$ cat src/rtl/y_arith_pkg.sv
// Shared constants for the y_arith adder/subtractor: default datapath width
// and the encoding of the add/subtract control bit.
package y_arith_pkg;

    localparam int   Y_ARITH_WIDTH = 32;
    localparam logic CTRL_ADD      = 1'b0;
    localparam logic CTRL_SUB      = 1'b1;

endpackage : y_arith_pkg

$ cat src/rtl/y_adder1.sv
// One-bit full adder; one stage of the y_arith ripple-carry chain.
module y_adder1 (
    input  logic a,
    input  logic b,
    input  logic cin,
    output logic z,
    output logic cout
);

    assign z    = a ^ b ^ cin;
    assign cout = (a & b) | (cin & (a ^ b));

endmodule : y_adder1

$ cat src/rtl/y_arith.sv
// Registered two's-complement adder/subtractor built on a y_adder1 ripple chain.
// Define Y_ARITH_OVERFLOW_EN to add the registered signed-overflow output ovf.
module y_arith
    import y_arith_pkg::*;
#(
    parameter int WIDTH = Y_ARITH_WIDTH
) (
    input  logic             clk,
    input  logic             rst_n,
    input  logic             in_valid,
    input  logic [WIDTH-1:0] a,
    input  logic [WIDTH-1:0] b,
    input  logic             ctrl,
    output logic             out_valid,
    output logic [WIDTH-1:0] z,
`ifdef Y_ARITH_OVERFLOW_EN
    output logic             ovf,
`endif
    output logic             cout
);

    logic [WIDTH-1:0] bb;
    logic [WIDTH-1:0] sum;
    logic [WIDTH:0]   carry;

    // Subtraction is a + ~b + 1: invert the B path and inject the 1 as carry-in.
    assign bb       = (ctrl == CTRL_SUB) ? ~b : b;
    assign carry[0] = (ctrl == CTRL_SUB);

    for (genvar i = 0; i < WIDTH; i++) begin : g_chain
        y_adder1 u_bit (
            .a    (a[i]),
            .b    (bb[i]),
            .cin  (carry[i]),
            .z    (sum[i]),
            .cout (carry[i+1])
        );
    end

    // NOTE: registers use non-blocking assignments so every flop samples
    // pre-edge values regardless of statement order.
    always_ff @(posedge clk or negedge rst_n) begin
        if (!rst_n) begin
            out_valid <= 1'b0;
            z         <= '0;
            cout      <= 1'b0;
        end else begin
            out_valid <= in_valid;
            if (in_valid) begin
                z    <= sum;
                cout <= carry[WIDTH];
            end
        end
    end

`ifdef Y_ARITH_OVERFLOW_EN
    // Signed overflow: operands agree in sign but the result does not.
    always_ff @(posedge clk or negedge rst_n) begin
        if (!rst_n) begin
            ovf <= 1'b0;
        end else if (in_valid) begin
            ovf <= (a[WIDTH-1] == bb[WIDTH-1]) && (sum[WIDTH-1] != a[WIDTH-1]);
        end
    end
`endif

endmodule : y_arith

$ cat config.mk
export PLATFORM = sky130hd
export DESIGN_NAME = y_arith
export DESIGN_NICKNAME = d
export VERILOG_FILES = /design/src/rtl/y_arith_pkg.sv /design/src/rtl/y_adder1.sv /design/src/rtl/y_arith.sv
export SDC_FILE = /design/constraint.sdc
export NUM_CORES = 1
export LEC_CHECK = 0
export ABC_AREA = 1
export CORE_MARGIN = 2
export CORE_UTILIZATION = 40
export DETAILED_ROUTE_END_ITERATION = 6
export GPL_TIMING_DRIVEN = 0
export PLACE_DENSITY = 0.77
export SYNTH_ARGS = -nofsm -noshare
export SYNTH_HDL_FRONTEND = slang
export SYNTH_HIERARCHICAL = 1
export SYNTH_SLANG_ARGS = --single-unit
$ cat constraint.sdc
create_clock -name clk -period 0.8 [get_ports clk]
set_input_delay 0.16 -clock clk [delete_from_list [all_inputs] [get_ports clk]]
set_output_delay 0.16 -clock clk [all_outputs]
set_load 0.02 [all_outputs]
# Word-level counts from Yosys, hierarchy flattened
# Cells that the tools add are included.
[word_totals]
ff_bits = 34
in_bits = 68
out_inout_bits = 34
word_cells = 165
[op_classes]
muxes = 1
n_bitwise = 161
[op_table]
columns = ["op", "count"]
rows = [
  ["1-bit bitwise AND", 64],
  ["1-bit XOR", 64],
  ["32-bit two-way mux", 1],
  ["32-bit NOT", 1],
  ["1-bit bitwise OR", 32],
]

# Logic depth before layout (Yosys ltp)
[depth]
ltp_word = 67
depth_mapped = 39

# Cells and area by module
# The synthesis kept the hierarchy.
[by_module_without_submodules]
columns = ["module", "n_inst", "cells_per_inst", "area_each_um2"]
rows = [
  ["y_arith", 1, 277, 1955.6],
  ["y_adder1", 32, 1, 20.0],
]

# Least setup slack after synthesis
# Ideal clock, no wire load.
[synth_timing]
kind = "input port to flip-flop"
start = "in ctrl"
end = "reg z[31]"
setup_ns = 0.117
t_arrival_ns = 12.871
required_time_ns = 0.683
slack_ns = -12.188
path_stages = 39
cell_sequence = "buf_6 > inv_8 > buf_12 > nand2_2 > nand2_1 > fa_1 > fa_1 > fa_1 > fa_1 > fa_1 > fa_1 > fa_1 > fa_1 > fa_1 > fa_1 > fa_1 > fa_1 > fa_1 > [3 not listed] > fa_1 > fa_1 > fa_1 > fa_1 > fa_1 > fa_1 > fa_1 > fa_1 > fa_1 > fa_1 > fa_1 > fa_1 > fa_1 > fa_1 > fa_1 > fa_1 > nand2_1 > nand2_1"
[synth_between]
elab_chain_len = 65
[synth_lines]
columns = ["item", "line_no", "rtl"]
rows = [
  ["from (decl)", "y_arith.sv:13", "input logic ctrl,"],
  ["32-bit two-way mux *", "y_arith.sv:27", "assign bb = (ctrl == CTRL_SUB) ? ~b : b;"],
  ["via bb[0]", "y_arith.sv:22", "logic [WIDTH-1:0] bb;"],
  ["1-bit XOR", "y_adder1.sv:11", "assign cout = (a & b) | (cin & (a ^ b));"],
  ["1-bit bitwise AND", "y_adder1.sv:11", ""],
  ["1-bit bitwise OR *", "y_adder1.sv:11", ""],
  ["via carry[1]", "y_arith.sv:24", "logic [WIDTH:0] carry;"],
  ["1-bit bitwise AND *", "y_adder1.sv:11", ""],
  ["1-bit bitwise OR *", "y_adder1.sv:11", ""],
  ["via carry[2]", "y_arith.sv:24", ""],
  ["[2 not listed]", "-", ""],
  ["via carry[3]", "y_arith.sv:24", ""],
  ["[2 not listed]", "-", ""],
  ["via carry[4]", "y_arith.sv:24", ""],
  ["[2 not listed]", "-", ""],
  ["via carry[5]", "y_arith.sv:24", ""],
  ["[2 not listed]", "-", ""],
  ["via carry[6]", "y_arith.sv:24", ""],
  ["[2 not listed]", "-", ""],
  ["via carry[7]", "y_arith.sv:24", ""],
  ["[2 not listed]", "-", ""],
  ["via carry[8]", "y_arith.sv:24", ""],
  ["[2 not listed]", "-", ""],
  ["via carry[9]", "y_arith.sv:24", ""],
  ["[2 not listed]", "-", ""],
  ["via carry[10]", "y_arith.sv:24", ""],
  ["[2 not listed]", "-", ""],
  ["via carry[11]", "y_arith.sv:24", ""],
  ["[2 not listed]", "-", ""],
  ["via carry[12]", "y_arith.sv:24", ""],
  ["[2 not listed]", "-", ""],
  ["via carry[13]", "y_arith.sv:24", ""],
  ["[2 not listed]", "-", ""],
  ["via carry[14]", "y_arith.sv:24", ""],
  ["[2 not listed]", "-", ""],
  ["via carry[15]", "y_arith.sv:24", ""],
  ["[2 not listed]", "-", ""],
  ["via carry[16]", "y_arith.sv:24", ""],
  ["[2 not listed]", "-", ""],
  ["via carry[17]", "y_arith.sv:24", ""],
  ["[2 not listed]", "-", ""],
  ["via carry[18]", "y_arith.sv:24", ""],
  ["[2 not listed]", "-", ""],
  ["via carry[19]", "y_arith.sv:24", ""],
  ["[2 not listed]", "-", ""],
  ["via carry[20]", "y_arith.sv:24", ""],
  ["[2 not listed]", "-", ""],
  ["via carry[21]", "y_arith.sv:24", ""],
  ["[2 not listed]", "-", ""],
  ["via carry[22]", "y_arith.sv:24", ""],
  ["[2 not listed]", "-", ""],
  ["via carry[23]", "y_arith.sv:24", ""],
  ["[2 not listed]", "-", ""],
  ["via carry[24]", "y_arith.sv:24", ""],
  ["[2 not listed]", "-", ""],
  ["via carry[25]", "y_arith.sv:24", ""],
  ["[2 not listed]", "-", ""],
  ["via carry[26]", "y_arith.sv:24", ""],
  ["[2 not listed]", "-", ""],
  ["via carry[27]", "y_arith.sv:24", ""],
  ["[2 not listed]", "-", ""],
  ["via carry[28]", "y_arith.sv:24", ""],
  ["[2 not listed]", "-", ""],
  ["via carry[29]", "y_arith.sv:24", ""],
  ["1-bit bitwise AND *", "y_adder1.sv:11", ""],
  ["1-bit bitwise OR *", "y_adder1.sv:11", ""],
  ["via carry[30]", "y_arith.sv:24", ""],
  ["1-bit bitwise AND *", "y_adder1.sv:11", ""],
  ["1-bit bitwise OR *", "y_adder1.sv:11", ""],
  ["via carry[31]", "y_arith.sv:24", ""],
  ["1-bit XOR *", "y_adder1.sv:10", "assign z = a ^ b ^ cin;"],
  ["via sum[31]", "y_arith.sv:23", "logic [WIDTH-1:0] sum;"],
  ["to (signal assigned)", "y_arith.sv:50", "z <= sum;"],
  ["to (decl)", "y_arith.sv:15", "output logic [WIDTH-1:0] z,"],
]
# The timed path passes the listed nets; every way through them passes the cells marked *.
# A chain may end at the register's enable or synchronous reset.

# Worst setup path in the final report
# Same ends and word-level chain as after synthesis.

==> reports/results.tsv <==
stage	metric	value	unit
timing	Hold Fails Final Rpt	34	
global_routing	Remaining Overflow, GRT	0	
timing	final hold slack	-0.04257	ns
cells_and_area	NumNets Final	551	
power_and_ir_drop	Worst IR Drop VDD	1.175	mV
setup_path	crit end category	register	
synth	Post-Syn Instances	309	
cells_and_area	share of layout cells above drive strength 1	0.3429	
global_routing	Total GRT Usage	0.1921	
setup_path	most frequent CP cell	fa_2	
detailed_routing	Final Routed Wirelength	6633	um
timing	worst clock skew	0	ns
power_and_ir_drop	part of the power in the clock network	0.182	
detailed_routing	DR vias/cell	4.446	
power_and_ir_drop	part of the power in combinational logic	0.493	
die	full die area	0.007151	mm^2
die	IO Count	102	
setup_path	data arrival time of the critical path	12.14	ns
setup_path	R2R Path Start	z[6]$_DFFE_PN0P_	
placed_design	RePlAce Congestion	0.8019	
setup_path	setup slack, reg-to-reg	-0.05	ns
hold_path	Hold Crit Class	in -> async	
cells_and_area	area grow syn2layout	62.51	%
timing	RSZ-0062 raised after global routing	yes	
clock_network	Clock Path Buffers	2	
die	Initial Util	0.4112	
setup_path	Critical path origin	ctrl	
synth	synthesized cell area	0.002596	mm^2
detailed_routing	wire per inst	12.54	um
setup_path	Worst setup SP type	input port	
setup_path	R2R cell count	4	
cells_and_area	fin util	0.6683	
clock_network	Worst-Skew Late Latency	0.28	ns
clock_network	clock-pin slew on the worst setup and hold paths	0.07	ns
setup_path	Setup CP Type	in -> reg	
detailed_routing	# DRC	0	
power_and_ir_drop	P_sw	2.486	mW
die	die height	84.57	um
synth	Yosys reg bits	34	
power_and_ir_drop	Power Density	1714	mW/mm^2
die	Die X	84.57	um
detailed_routing	First DRT Iteration DRCs	70	
outcome	status	finished with violations	
setup_path	Worst Setup EP	z[31]$_DFFE_PN0P_	
timing	Slew HR	0.4660	
cells_and_area	Ant. Diodes	0	
timing	setup violators final	67	
timing	actual slew at the worst max-slew pin	0.8011	ns
die	site row count	29	
cells_and_area	FILL cells	527	
power_and_ir_drop	Leak	2.187	nW
setup_path	CP max stage cell	fa_2	
clock_network	Root Buffer	clkbuf_8	
timing	final period utilization	14.89	
global_routing	vias in the first global route	2355	
power_and_ir_drop	Reg power frac	0.325	
global_routing	antenna violations before repair	0	
global_routing	largest net degree at the start of global routing	35	
placed_design	PortBufs	101	
outcome	failing checks	hold timing, setup timing	
power_and_ir_drop	Internal Pwr Total	4.747	mW
timing	Final min period	11.92	ns
timing	final worst-path setup slack	-11.12	ns
timing	final setup TNS	-197.96	ns
clock_network	TritonCTS clock tree	yes	
detailed_routing	DR pass1 iterations	4	
synth	Ys Warns	6	
synth	Mapped Avg Cell Area	8.402	um^2
run	Max Cap Violations	0	
placed_design	area post-placement	0.003792	mm^2
power_and_ir_drop	total power	7.233	mW
clock_network	CTS buffer count	5	
placed_design	DP Cell Count	487	
synth	register area share after synthesis	0.3277	
timing	fmax	83.92	MHz
cells_and_area	Finished Layout Cells	529	
setup_path	WP data required	1.03	ns
detailed_routing	DRT antenna net count	0	
cells_and_area	commonest non-fill, non-tap cells in the layout	nand2_1, clkdlybuf4s50_1, buf_6, buf_4, dfrtp_1	
timing	pins over their slew limit	0	
clock_network	clk sinks	34	
setup_path	Crit path largest cell delay	0.54	ns
die	Core ar.	0.006314	mm^2
setup_path	Crit Path Max Fanout	3	
cells_and_area	Final Cell Area	0.004219	mm^2
clock_network	htree depth	2	
placed_design	final HPWL from detailed placement	4896	um
setup_path	FF-to-FF End	z[6]$_DFFE_PN0P_	
power_and_ir_drop	Sw Share	0.3437	
cells_and_area	commonest non-fill, non-tap cell in the layout	nand2_1	
synth	Synth Net Count	409	
global_routing	first-pass GRT wire length	10820	um
placed_design	Place WS	-11.87	ns
detailed_routing	Vias	2352	
synth	Yosys cell types	10	
[worst min path at each step]
stage | from | end | slack [ns]
finish | rst_n | z[0]$_DFFE_PN0P_ | -0.04
global placement | z[31]$_DFFE_PN0P_ | z[31]$_DFFE_PN0P_ | 0.46
CTS | rst_n | z[0]$_DFFE_PN0P_ | -0.02
detailed placement | rst_n | z[0]$_DFFE_PN0P_ | 0.29
global route | rst_n | z[0]$_DFFE_PN0P_ | 0.01
floorplan | rst_n | cout$_DFFE_PN0P_ | -0.14
[logic make-up (layout without fill, tap and decap cells)]
group	count (synthesis)	after routing	synth area share
simple gates	195	195	0.3031
flops	34	34	0.3277
buf+inv	48	191	0.1224
fa+ha+maj	32	32	0.2467
[Yosys cell counts]
library cell | n | share of area
dfrtp_1 | 34 | 0.33
buf_4 | 2 | 0.0058
buf_6 | 7 | 0.030
nand2_2 | 22 | 0.053
clkbuf_8 | 3 | 0.016
buf_12 | 2 | 0.015
inv_1 | 32 | 0.046
inv_8 | 2 | 0.0087
nand2_1 | 173 | 0.25
fa_1 | 32 | 0.25
[metal layers]
metal	GRT usage	vias up	wire length, um
li1	-	1174	-
met1	0.2222	1095	2587
met5	0	-	0
met4	0.05916	0	113
met3	0.04228	10	384
met2	0.3529	73	3548
[worst max-delay path: cells and delay by family]
kind,cells,cell delay (ns)
adder cells (fa/ha/maj),32,11.42
buffers and inverters,3,0.33
AND/OR/NAND/NOR,4,0.21
[power groups by stage]
stage	Sequential, mW	Clock, mW	Combinational, mW
after floorplan	2.77	0	1.07
after global placement	2.31	0	2.89
after detailed placement	2.32	0	2.96
after CTS	2.35	1.36	3.28
after global routing	2.38	1.44	3.92
final	2.35	1.31	3.57
[flip-flops by register name (all words and copies together) (netlist names)]
name,flops
out_valid,1
cout,1
z,32
[area by class of cell]
cell class,instances,area [um^2],area share
multi-input combinational,227,1543,0.3657
timing repair buffer,135,1308,0.3099
sequential,34,850.8,0.2017
buffer,14,187.7,0.04448
inverter,34,142.6,0.03381
tap,77,96.34,0.02284
clock buffer,7,86.33,0.02046
clock inverter,1,5.005,0.001186
[timing repair]
item | CTS | global route
buffers inserted | 16 | 18
pin swaps | 2 | 7
gates resized for setup | 217 | 8
endpoints found under the hold margin | 34 | 0
setup endpoints to repair | 67 | 67
Note: power is estimated with default switching activity, not from simulation.
